==> src/rtl/calc_pkg.sv <==
// Shared definitions for the accumulator calculator sequencer: function select
// codes, shared-ALU control codes and the sequencer state encoding.
package calc_pkg;

    typedef logic [2:0] func_t;

    localparam func_t FUNC_ADD = 3'b000;
    localparam func_t FUNC_SUB = 3'b001;
    localparam func_t FUNC_AND = 3'b010;
    localparam func_t FUNC_OR  = 3'b011;
    localparam func_t FUNC_XOR = 3'b100;
    localparam func_t FUNC_LT  = 3'b101;

    localparam logic [3:0] ALU_AND = 4'b0000;
    localparam logic [3:0] ALU_OR  = 4'b0001;
    localparam logic [3:0] ALU_ADD = 4'b0010;
    localparam logic [3:0] ALU_SUB = 4'b0110;
    localparam logic [3:0] ALU_LT  = 4'b0111;
    localparam logic [3:0] ALU_XOR = 4'b1101;

    typedef enum logic [1:0] {
        IDLE         = 2'd0,
        EXEC         = 2'd1,
        DONE         = 2'd2,
        WAIT_RELEASE = 2'd3
    } state_t;

    // Unused select codes (110/111) fall back to ADD.
    function automatic logic [3:0] func_to_alu_op(input func_t f);
        logic [3:0] op;
        case (f)
            FUNC_SUB: op = ALU_SUB;
            FUNC_AND: op = ALU_AND;
            FUNC_OR:  op = ALU_OR;
            FUNC_XOR: op = ALU_XOR;
            FUNC_LT:  op = ALU_LT;
            default:  op = ALU_ADD;
        endcase
        return op;
    endfunction

endpackage

==> src/rtl/btn_debounce.sv <==
// Two-flop synchronizer plus stability counter for a raw bouncing button.
// The debounced level flips only after DEBOUNCE_CYCLES consecutive mismatches.
module btn_debounce #(
    parameter int   DEBOUNCE_CYCLES = 650000,
    parameter logic RESET_LEVEL     = 1'b1
) (
    input  logic clk,
    input  logic rst,
    input  logic raw,
    output logic level
);

    localparam int CW = $clog2(DEBOUNCE_CYCLES + 1);
    localparam logic [CW-1:0] CNT_LAST = CW'(DEBOUNCE_CYCLES - 1);

    logic          sync1;
    logic          sync2;
    logic [CW-1:0] count;

    always_ff @(posedge clk) begin
        if (rst) begin
            sync1 <= 1'b0;
            sync2 <= 1'b0;
            level <= RESET_LEVEL;
            count <= '0;
        end else begin
            sync1 <= raw;
            sync2 <= sync1;
            if (sync2 != level) begin
                // The edge that sees the final mismatch flips the level.
                if (count == CNT_LAST) begin
                    level <= ~level;
                    count <= '0;
                end else begin
                    count <= count + CW'(1);
                end
            end else begin
                count <= '0;
            end
        end
    end

endmodule

==> src/rtl/calc_sequencer.sv <==
// Sequences the shared ALU: one operation per debounced execute press, result
// written back to the accumulator when leaving EXEC.
module calc_sequencer
    import calc_pkg::*;
#(
    parameter int          DEBOUNCE_CYCLES = 650000,
    parameter logic [31:0] ACC_RESET       = 32'd0
) (
    input  logic        clk,
    input  logic        rst,
    input  logic        btnc,
    input  logic [2:0]  func,
    input  logic [15:0] sw,
    output logic [3:0]  alu_op,
    output logic [31:0] alu_a,
    output logic [31:0] alu_b,
    input  logic [31:0] alu_result,
    output logic [31:0] acc,
    output logic [15:0] led,
    output logic        busy,
    output logic        done,
    output logic [15:0] op_count,
    output state_t      dbg_state
);

    state_t state;
    state_t state_next;
    logic   level;
    logic   latch_en;
    logic   write_en;

    // The debounced level starts high so a button held through reset must be
    // released before it can trigger an operation.
    btn_debounce #(
        .DEBOUNCE_CYCLES (DEBOUNCE_CYCLES),
        .RESET_LEVEL     (1'b1)
    ) u_debounce (
        .clk   (clk),
        .rst   (rst),
        .raw   (btnc),
        .level (level)
    );

    always_ff @(posedge clk) begin
        if (rst) begin
            state <= WAIT_RELEASE;
        end else begin
            state <= state_next;
        end
    end

    always_comb begin
        state_next = state;
        latch_en   = 1'b0;
        write_en   = 1'b0;
        case (state)
            IDLE: begin
                if (level) begin
                    state_next = EXEC;
                    latch_en   = 1'b1;
                end
            end
            EXEC: begin
                state_next = DONE;
                write_en   = 1'b1;
            end
            DONE:         state_next = WAIT_RELEASE;
            WAIT_RELEASE: begin
                if (!level) begin
                    state_next = IDLE;
                end
            end
            default:      state_next = IDLE;
        endcase
    end

    // Operands are captured once on entry to EXEC; later func/sw changes are ignored.
    always_ff @(posedge clk) begin
        if (rst) begin
            alu_op   <= ALU_ADD;
            alu_b    <= 32'd0;
            acc      <= ACC_RESET;
            op_count <= 16'd0;
        end else begin
            if (latch_en) begin
                alu_op <= func_to_alu_op(func);
                alu_b  <= {16'b0, sw};
            end
            if (write_en) begin
                acc      <= alu_result;
                op_count <= op_count + 16'd1;
            end
        end
    end

    // done is a single-cycle completion strobe with no ready: acc and op_count
    // already hold the new result in the cycle done is high, busy spans EXEC..DONE.
    assign alu_a     = acc;
    assign led       = acc[15:0];
    assign busy      = (state == EXEC) || (state == DONE);
    assign done      = (state == DONE);
    assign dbg_state = state;

endmodule

==> config.mk <==
export PLATFORM = sky130hd
export DESIGN_NAME = calc_sequencer
export DESIGN_NICKNAME = d
export VERILOG_FILES = /design/src/rtl/calc_pkg.sv /design/src/rtl/btn_debounce.sv /design/src/rtl/calc_sequencer.sv
export SDC_FILE = /design/constraint.sdc
export NUM_CORES = 1
export LEC_CHECK = 0
export ABC_CLOCK_PERIOD_IN_PS = 1900
export CAP_MARGIN = 10
export CORE_MARGIN = 5
export CORE_UTILIZATION = 43
export CTS_BUF_LIST = sky130_fd_sc_hd__clkbuf_8
export DETAILED_ROUTE_END_ITERATION = 12
export GPL_ROUTABILITY_DRIVEN = 0
export PLACE_DENSITY = 0.87
export REMOVE_ABC_BUFFERS = 1
export SETUP_SLACK_MARGIN = 0.05
export SLEW_MARGIN = 20
export SYNTH_ARGS = -nofsm -noshare
export SYNTH_HDL_FRONTEND = slang
export SYNTH_SLANG_ARGS = --single-unit
==> constraint.sdc <==
create_clock -name clk -period 1.9 [get_ports clk]
set_input_delay 0.19 -clock clk [delete_from_list [all_inputs] [get_ports clk]]
set_output_delay 0.19 -clock clk [all_outputs]
set_load 0.03 [all_outputs]
==> out/metrics.cfg, run 1 <==
[synthesis]
synthSimpleGateAreaFrac_pct=19.54
synth_seq_area_share_pct=44.13
synthCells=475
synth.area.top_cells=dfxtp_1, buf_4, mux2i_1, nor2_1, nand2_1
yosys_most_used_dff=dfxtp_1
syn_area_per_cell_um2=8.882
synthAdderAreaFrac_pct=2.372
synth.mux.area_fraction_pct=8.571
synth_top_area_share_pct=44.13
synth_xor_area_share_pct=5.397
synth_common_cells=dfxtp_1, nor2_1, buf_4
ys_async_sr_fraction_pct=0
synth-seq-cells=93
yosysTopAreaCell=dfxtp_1
synth_cell_types=40
yosysWarnings=0
synth-edff-count=0
yosysMostFrequentCell=dfxtp_1
synth_compound_area_share_pct=5.605
synthesis.area_mm2=0.004219
synth_top_family_by_area=simple AND/OR/NAND/NOR gates

[timing]
rsz0062_at_grt=no
period_share_pct=90.80
fin_crit_ns=1.725
hold_ws_ns=0.1953
finalSetupViolations=0
max_freq_mhz=579.7
hold_viol=0
skew_ns=0.008963
drv_slew=0

[floorplan]
initial_core_util_pct=43.57
die_w_um=109.1
coreArea_mm2=0.009684
row_count=36
die_h_um=109.1
dieArea_mm2=0.01189
ios=190

[power_and_ir_drop]
leakage_uw=0.002030
total_power_uw=3417
peakVddDrop_uv=427.6
pwr_density_cell_mw_per_mm2=581.8

[detailed_routing]
ant_nets=0
firstDrtPassIters=4
avgViaCountPerCell=4.826
drt_wl_total_um=10810
drc=0
drtIter0Drc=151
wire_per_inst_um=14.66
num_vias=3557

[finish]
fill_cells=827
fin_cells=737
drive_gt1_share_pct=5.132
final_util_pct=60.65
syn2layout_area_growth_pct=39.21
fin_nets=661
antenna-diode-count=0

[clocking]
htree_levels=3
cts_inserted_buffers=9
clk_latency_ns=0.35
cts_root_buf=clkbuf_8
clk_pin_slew_worst_paths_ns=0.10
cts_setup_buffers=0
cts_tree=built
cts_buffer_depth=2
cts.sinks=93
cts_hold_buf=0

[min_path]
min_to=op_count[3]
min_from=rst
min_delay_path_depth=2
hp-class=primary input to flip-flop

[global_route]
grt_pass1_wl_um=16510
grt_util_all_layers_pct=17.20
grt_pass1_vias=3434
antenna_found_initial=0
grt_max_degree=40
grt_overflow=0

[flow_run]
drv_cap=0

[critical_path]
critPathBufInv=1
reg2reg_depth=6
cp_data_arrival_time_ns=1.54
reg2reg_slack_ns=0.19
critPathKind=flip-flop to output pin
critical_path.top_delay_family=buffers and inverters
end_kind=output pin
r2r_end=op_count[5]
cpPeakStageDelay_ns=0.72
cp-startpoint=op_count[9]
worstPathRequired_ns=1.71
reg2reg_from=dbg_state[1]
path_cells=clkdlybuf4s50_1
worstPathMaxFanout=6
cpMaxStageDelayCell=clkdlybuf4s50_1
start_kind=flip-flop

[place]
io_buffers=173
dp.cells=721
hpwl_um=8563

[status]
outcome=finished, final reports clean

[layout make-up]
type	count	area, um^2	area share, %
multi-input cells	304	1813	30.87
well taps	133	166.4	2.833
repair buffers	180	1798	30.61
flip-flops and latches	93	1862	31.70
clock buffers	9	123.9	2.109
inverters	11	41.29	0.7030
clock inverters	7	68.82	1.172
[worst reg2reg max path, cell delays in order (launching register included)]
cell	delay, ns
dfxtp_1	0.36
inv_1	0.13
ha_2	0.23
buf_12	0.25
nand4_1	0.20
or3_1	0.34
a21oi_1	0.15
[metrics by stage]
stage	setup TNS, ns	worst slack (ns)	area (um^2)
floorplan	-28.81	-1.235	3714
global placement	0	0.2339	5687
detailed placement	0	0.1846	5687
CTS	0	0.06411	5877
global route	0	0.05221	5873
finish	0	0.1749	5873
[state kept, by name, indices dropped and copies added (netlist names), 2 cells and up]
signal,count
alu_op,4
u_debounce.count,20
acc,32
dbg_state,2
alu_b,16
op_count,16
[what timing repair did]
item / in CTS / in global routing
gates resized for setup: 2 / 2
pin swaps: 0 / 0
setup endpoints to repair: 2 / 1
[how the worst max path moves through the flow]
| stage | to | slack [ns] | cells after the start |
|---|---|---|---|
| detailed placement | op_count[5] | 0.18 | 6 |
| global placement | busy | 0.23 | 3 |
| finish | op_count[9] | 0.17 | 1 |
| CTS | busy | 0.06 | 3 |
| floorplan | op_count[14] | -1.23 | 5 |
| global route | op_count[11] | 0.05 | 6 |
[report_power, final]
group / leakage (uW) / internal, uW / total (uW) / switching [uW]
Clock: 0.0000911 / 507 / 1230 / 727
Sequential: 0.000750 / 1950 / 1960 / 5.31
Combinational: 0.00119 / 117 / 224 / 106
[per-layer routing]
metal / up-vias / part of all wire, % / GRT usage, %
met3: 12 / 6.4 / 5.033
li1: 1752 / - / -
met2: 126 / 54 / 31.10
met1: 1667 / 39 / 19.77
met4: 0 / 1.5 / 4.328
met5: - / 0 / 0
[cell usage in the layout, fill, tap and decap left out, drive strengths merged, types with 2 or more instances in the layout]
master,count
conb,16
mux2i,35
o31ai,2
a21oi,24
a311oi,2
and2,2
nor3,7
nand4,12
xor2,8
clkdlybuf4s50,170
inv,14
clkbuf,10
nor3b,2
o21ai,7
nand3,11
and3,2
or3,5
clkinvlp,2
nor2,68
or4,2
ha,8
dfxtp,93
buf,8
and4,2
nor4,10
nand2,50
o211ai,2
xnor2,18
nor2b,3
clkinv,2
[logic make-up (layout without fill, tap and decap cells)]
| group | count (synthesis) | after routing |
|---|---|---|
| AO/OA/AOI/OAI | 40 | 40 |
| other | 1 | 16 |
| XOR/XNOR | 26 | 26 |
| adder cells (fa/ha/maj) | 8 | 8 |
| buffers and inverters | 93 | 207 |
| multiplexers | 36 | 36 |
| flip-flops | 93 | 93 |
| AND/OR/NAND/NOR | 178 | 178 |
Power figures use the tool's default switching activity.
==> run 2, diff against run 1 <==
--- a/config.mk
+++ b/config.mk
@@ -12,5 +12,6 @@
 export CTS_BUF_LIST = sky130_fd_sc_hd__clkbuf_8
+export CTS_CLUSTER_SIZE = 12
 export DETAILED_ROUTE_END_ITERATION = 12
 export GPL_ROUTABILITY_DRIVEN = 0
-export PLACE_DENSITY = 0.87
+export PLACE_DENSITY_LB_ADDON = 0.1
 export REMOVE_ABC_BUFFERS = 1
--- a/constraint.sdc
+++ b/constraint.sdc
@@ -3,2 +3,2 @@
 set_output_delay 0.19 -clock clk [all_outputs]
-set_load 0.03 [all_outputs]
+set_load 0.05 [all_outputs]
==> run 2 against run 1 <==
Register-to-register slack about the same. Sequential power is essentially flat. Critical path depth is the same. Clock power rose by 22%. Clock-buffer cell count rose by 1. Die area unchanged. Wire length down 2.0%. Largest cell class unchanged.
==> out/metrics.cfg, run 2 (synthesized netlist as in run 1, its figures left out) <==
[min_path]
min_to=u_debounce.count[2]  ; was op_count[3]
min_from=rst  ; unchanged
hp-class=primary input to flip-flop  ; unchanged
min_delay_path_depth=2  ; unchanged

[detailed_routing]
drtIter0Drc=163  ; was 151
wire_per_inst_um=14.38  ; was 14.66 um
num_vias=3510  ; was 3557
firstDrtPassIters=4  ; unchanged
drc=0  ; unchanged
drt_wl_total_um=10600  ; was 10810 um
ant_nets=0  ; unchanged
avgViaCountPerCell=4.763  ; was 4.826

[clocking]
clk_pin_slew_worst_paths_ns=0.10  ; about the same
cts_root_buf=clkbuf_8  ; unchanged
cts_tree=built  ; unchanged
cts_setup_buffers=0  ; unchanged
htree_levels=3  ; unchanged
cts_inserted_buffers=9  ; unchanged
cts_buffer_depth=2  ; unchanged
clk_latency_ns=0.36  ; was 0.35 ns
cts.sinks=93  ; unchanged

[place]
io_buffers=173  ; unchanged
hpwl_um=8082  ; was 8563 um
place_ws_ns=0.1820  ; was 0.1846 ns

[critical_path]
critPathBufInv=1  ; unchanged
reg2reg_from=dbg_state[1]  ; unchanged
cp_data_arrival_time_ns=1.62  ; was 1.54 ns
reg2reg_slack_ns=0.18  ; was 0.19 ns
r2r_end=op_count[5]  ; unchanged
start_kind=flip-flop  ; unchanged
path_cells=clkdlybuf4s50_1  ; unchanged
worstPathMaxFanout=6  ; unchanged
worstPathRequired_ns=1.71  ; about the same
critPathKind=flip-flop to output pin  ; unchanged
cpMaxStageDelayCell=clkdlybuf4s50_1  ; unchanged
reg2reg_depth=6  ; unchanged
cpPeakStageDelay_ns=0.85  ; was 0.72 ns
critical_path.top_delay_family=buffers and inverters  ; unchanged
end_kind=output pin  ; unchanged

[floorplan]
dieArea_mm2=0.01189  ; unchanged
initial_core_util_pct=43.57  ; unchanged
ios=190  ; unchanged
die_h_um=109.1  ; unchanged
row_count=36  ; unchanged
die_w_um=109.1  ; unchanged
coreArea_mm2=0.009684  ; unchanged

[global_route]
grt_util_all_layers_pct=17.54  ; was 17.20%
grt_pass1_wl_um=16870  ; was 16510 um
grt_overflow=0  ; unchanged
antenna_found_initial=0  ; unchanged
grt_pass1_vias=3548  ; was 3434
grt_max_degree=40  ; unchanged

[timing]
drv_slew=0  ; unchanged
worstMarginPinSlew_ns=0.5372
fin_crit_ns=1.809  ; was 1.725 ns
rsz0062_at_grt=no  ; unchanged
slew_headroom_pct=64.13
hold_ws_ns=0.1253  ; was 0.1953 ns
finalSetupViolations=0  ; unchanged
max_freq_mhz=552.8  ; was 579.7 MHz
period_share_pct=95.21  ; was 90.80%
hold_viol=0  ; unchanged
worst_slack_ns=0.09092  ; was 0.1749 ns
fin_tns_setup_ns=0  ; unchanged
skew_ns=0.01124  ; was 0.008963 ns

[status]
outcome=finished, final reports clean  ; unchanged

[finish]
fill_cells=836  ; was 827
largest_register=acc  ; unchanged
syn2layout_area_growth_pct=41.04  ; was 39.21%
largest_register_ffs=32  ; unchanged
final_cell_mix=clkdlybuf4s50_1, dfxtp_1, nor2_1  ; unchanged
reg_top3=acc: 32 flops, u_debounce.count: 20 flops  ; unchanged
fin_nets=661  ; unchanged
antenna-diode-count=0  ; unchanged
drive_gt1_share_pct=5.298  ; was 5.132%
final_common_cell=clkdlybuf4s50_1  ; unchanged

[power_and_ir_drop]
p_comb_share_pct=6.8  ; was 6.5%
internal-power_uw=2860  ; was 2578 uW
switching_power_uw=851.9  ; was 838.3 uW
power_frac_seq_pct=52.8  ; was 57.4%
peakVddDrop_uv=432.0  ; was 427.6 uV
leakage_uw=0.002282  ; was 0.002030 uW
pwr_density_cell_mw_per_mm2=623.8  ; was 581.8 mW/mm^2
p_sw_share_pct=22.95  ; was 24.53%
power_frac_clock_pct=40.5  ; was 36.1%

[flow_run]
drv_cap=0  ; unchanged

run 2: how the worst max path moves through the flow:
stage | start | endpoint | cells after the start
5_1_grt | acc[10] | led[10] | 1
3_5_place_dp | dbg_state[1] | op_count[5] | 6
6_report | op_count[6] | op_count[6] | 1
2_1_floorplan | dbg_state[0] | op_count[14] | 5
4_1_cts | acc[1] | led[1] | 1
3_3_place_gp | func[1] | alu_op[0] | 6
run 2: power by group through the flow:
| stage | sequential, uW | combinational [uW] | clock, uW |
|---|---|---|---|
| after floorplan | 2000 | 99.4 | 0 |
| after global placement | 2000 | 249 | 0 |
| after detailed placement | 2010 | 251 | 0 |
| after CTS | 1960 | 252 | 1550 |
| after global routing | 1960 | 269 | 1620 |
| final | 1960 | 251 | 1500 |
run 2: cell type report:
cell class	count	area, um^2	area share (%)
Inverter	11	41.29	0.6939
Clock buffer	10	137.6	2.313
Sequential cell	93	1862	31.29
Timing Repair Buffer	180	1837	30.87
Clock inverter	6	93.84	1.577
Tap cell	133	166.4	2.796
Multi-Input combinational cell	304	1813	30.47
run 2: repair_timing:
action,4_1_cts,5_1_grt
setup endpoints to repair,5,14
cloned,0,0
resized for setup,4,12
hold buffers,0,0
run 2: per-stage QoR:
stage / cells / utilization [%] / power [uW] / area (um^2)
after detailed placement: 721 / 58.80 / 2256 / 5694
after global routing: 737 / 61.45 / 3849 / 5951
after floorplan: 408 / - / 2103 / 3714
after CTS: 737 / 61.14 / 3759 / 5921
final: 737 / 61.45 / 3712 / 5951
after global placement: 721 / 58.80 / 2254 / 5694
run 2: worst reg2reg max path, delay by kind of cell (launching register included):
family | cells | cell delay [ns]
simple gates | 2 | 0.55
buf+inv | 2 | 0.38
flops | 1 | 0.35
fa+ha+maj | 1 | 0.23
compound gates | 1 | 0.14
run 2: per-layer routing:
metal / part of all wire [%] / track usage, % / wire, um
met1: 43 / 22.01 / 4591
met5: 0 / 0 / 0
met3: 7.6 / 4.381 / 810
met2: 47 / 28.99 / 5027
met4: 1.6 / 6.583 / 165
==> run 3, diff against run 2 <==
Settings changed: SLEW_MARGIN 20 to 10.
==> results of run 3 <==
The final DEF is identical to that of run 2; final timing and power are the same.
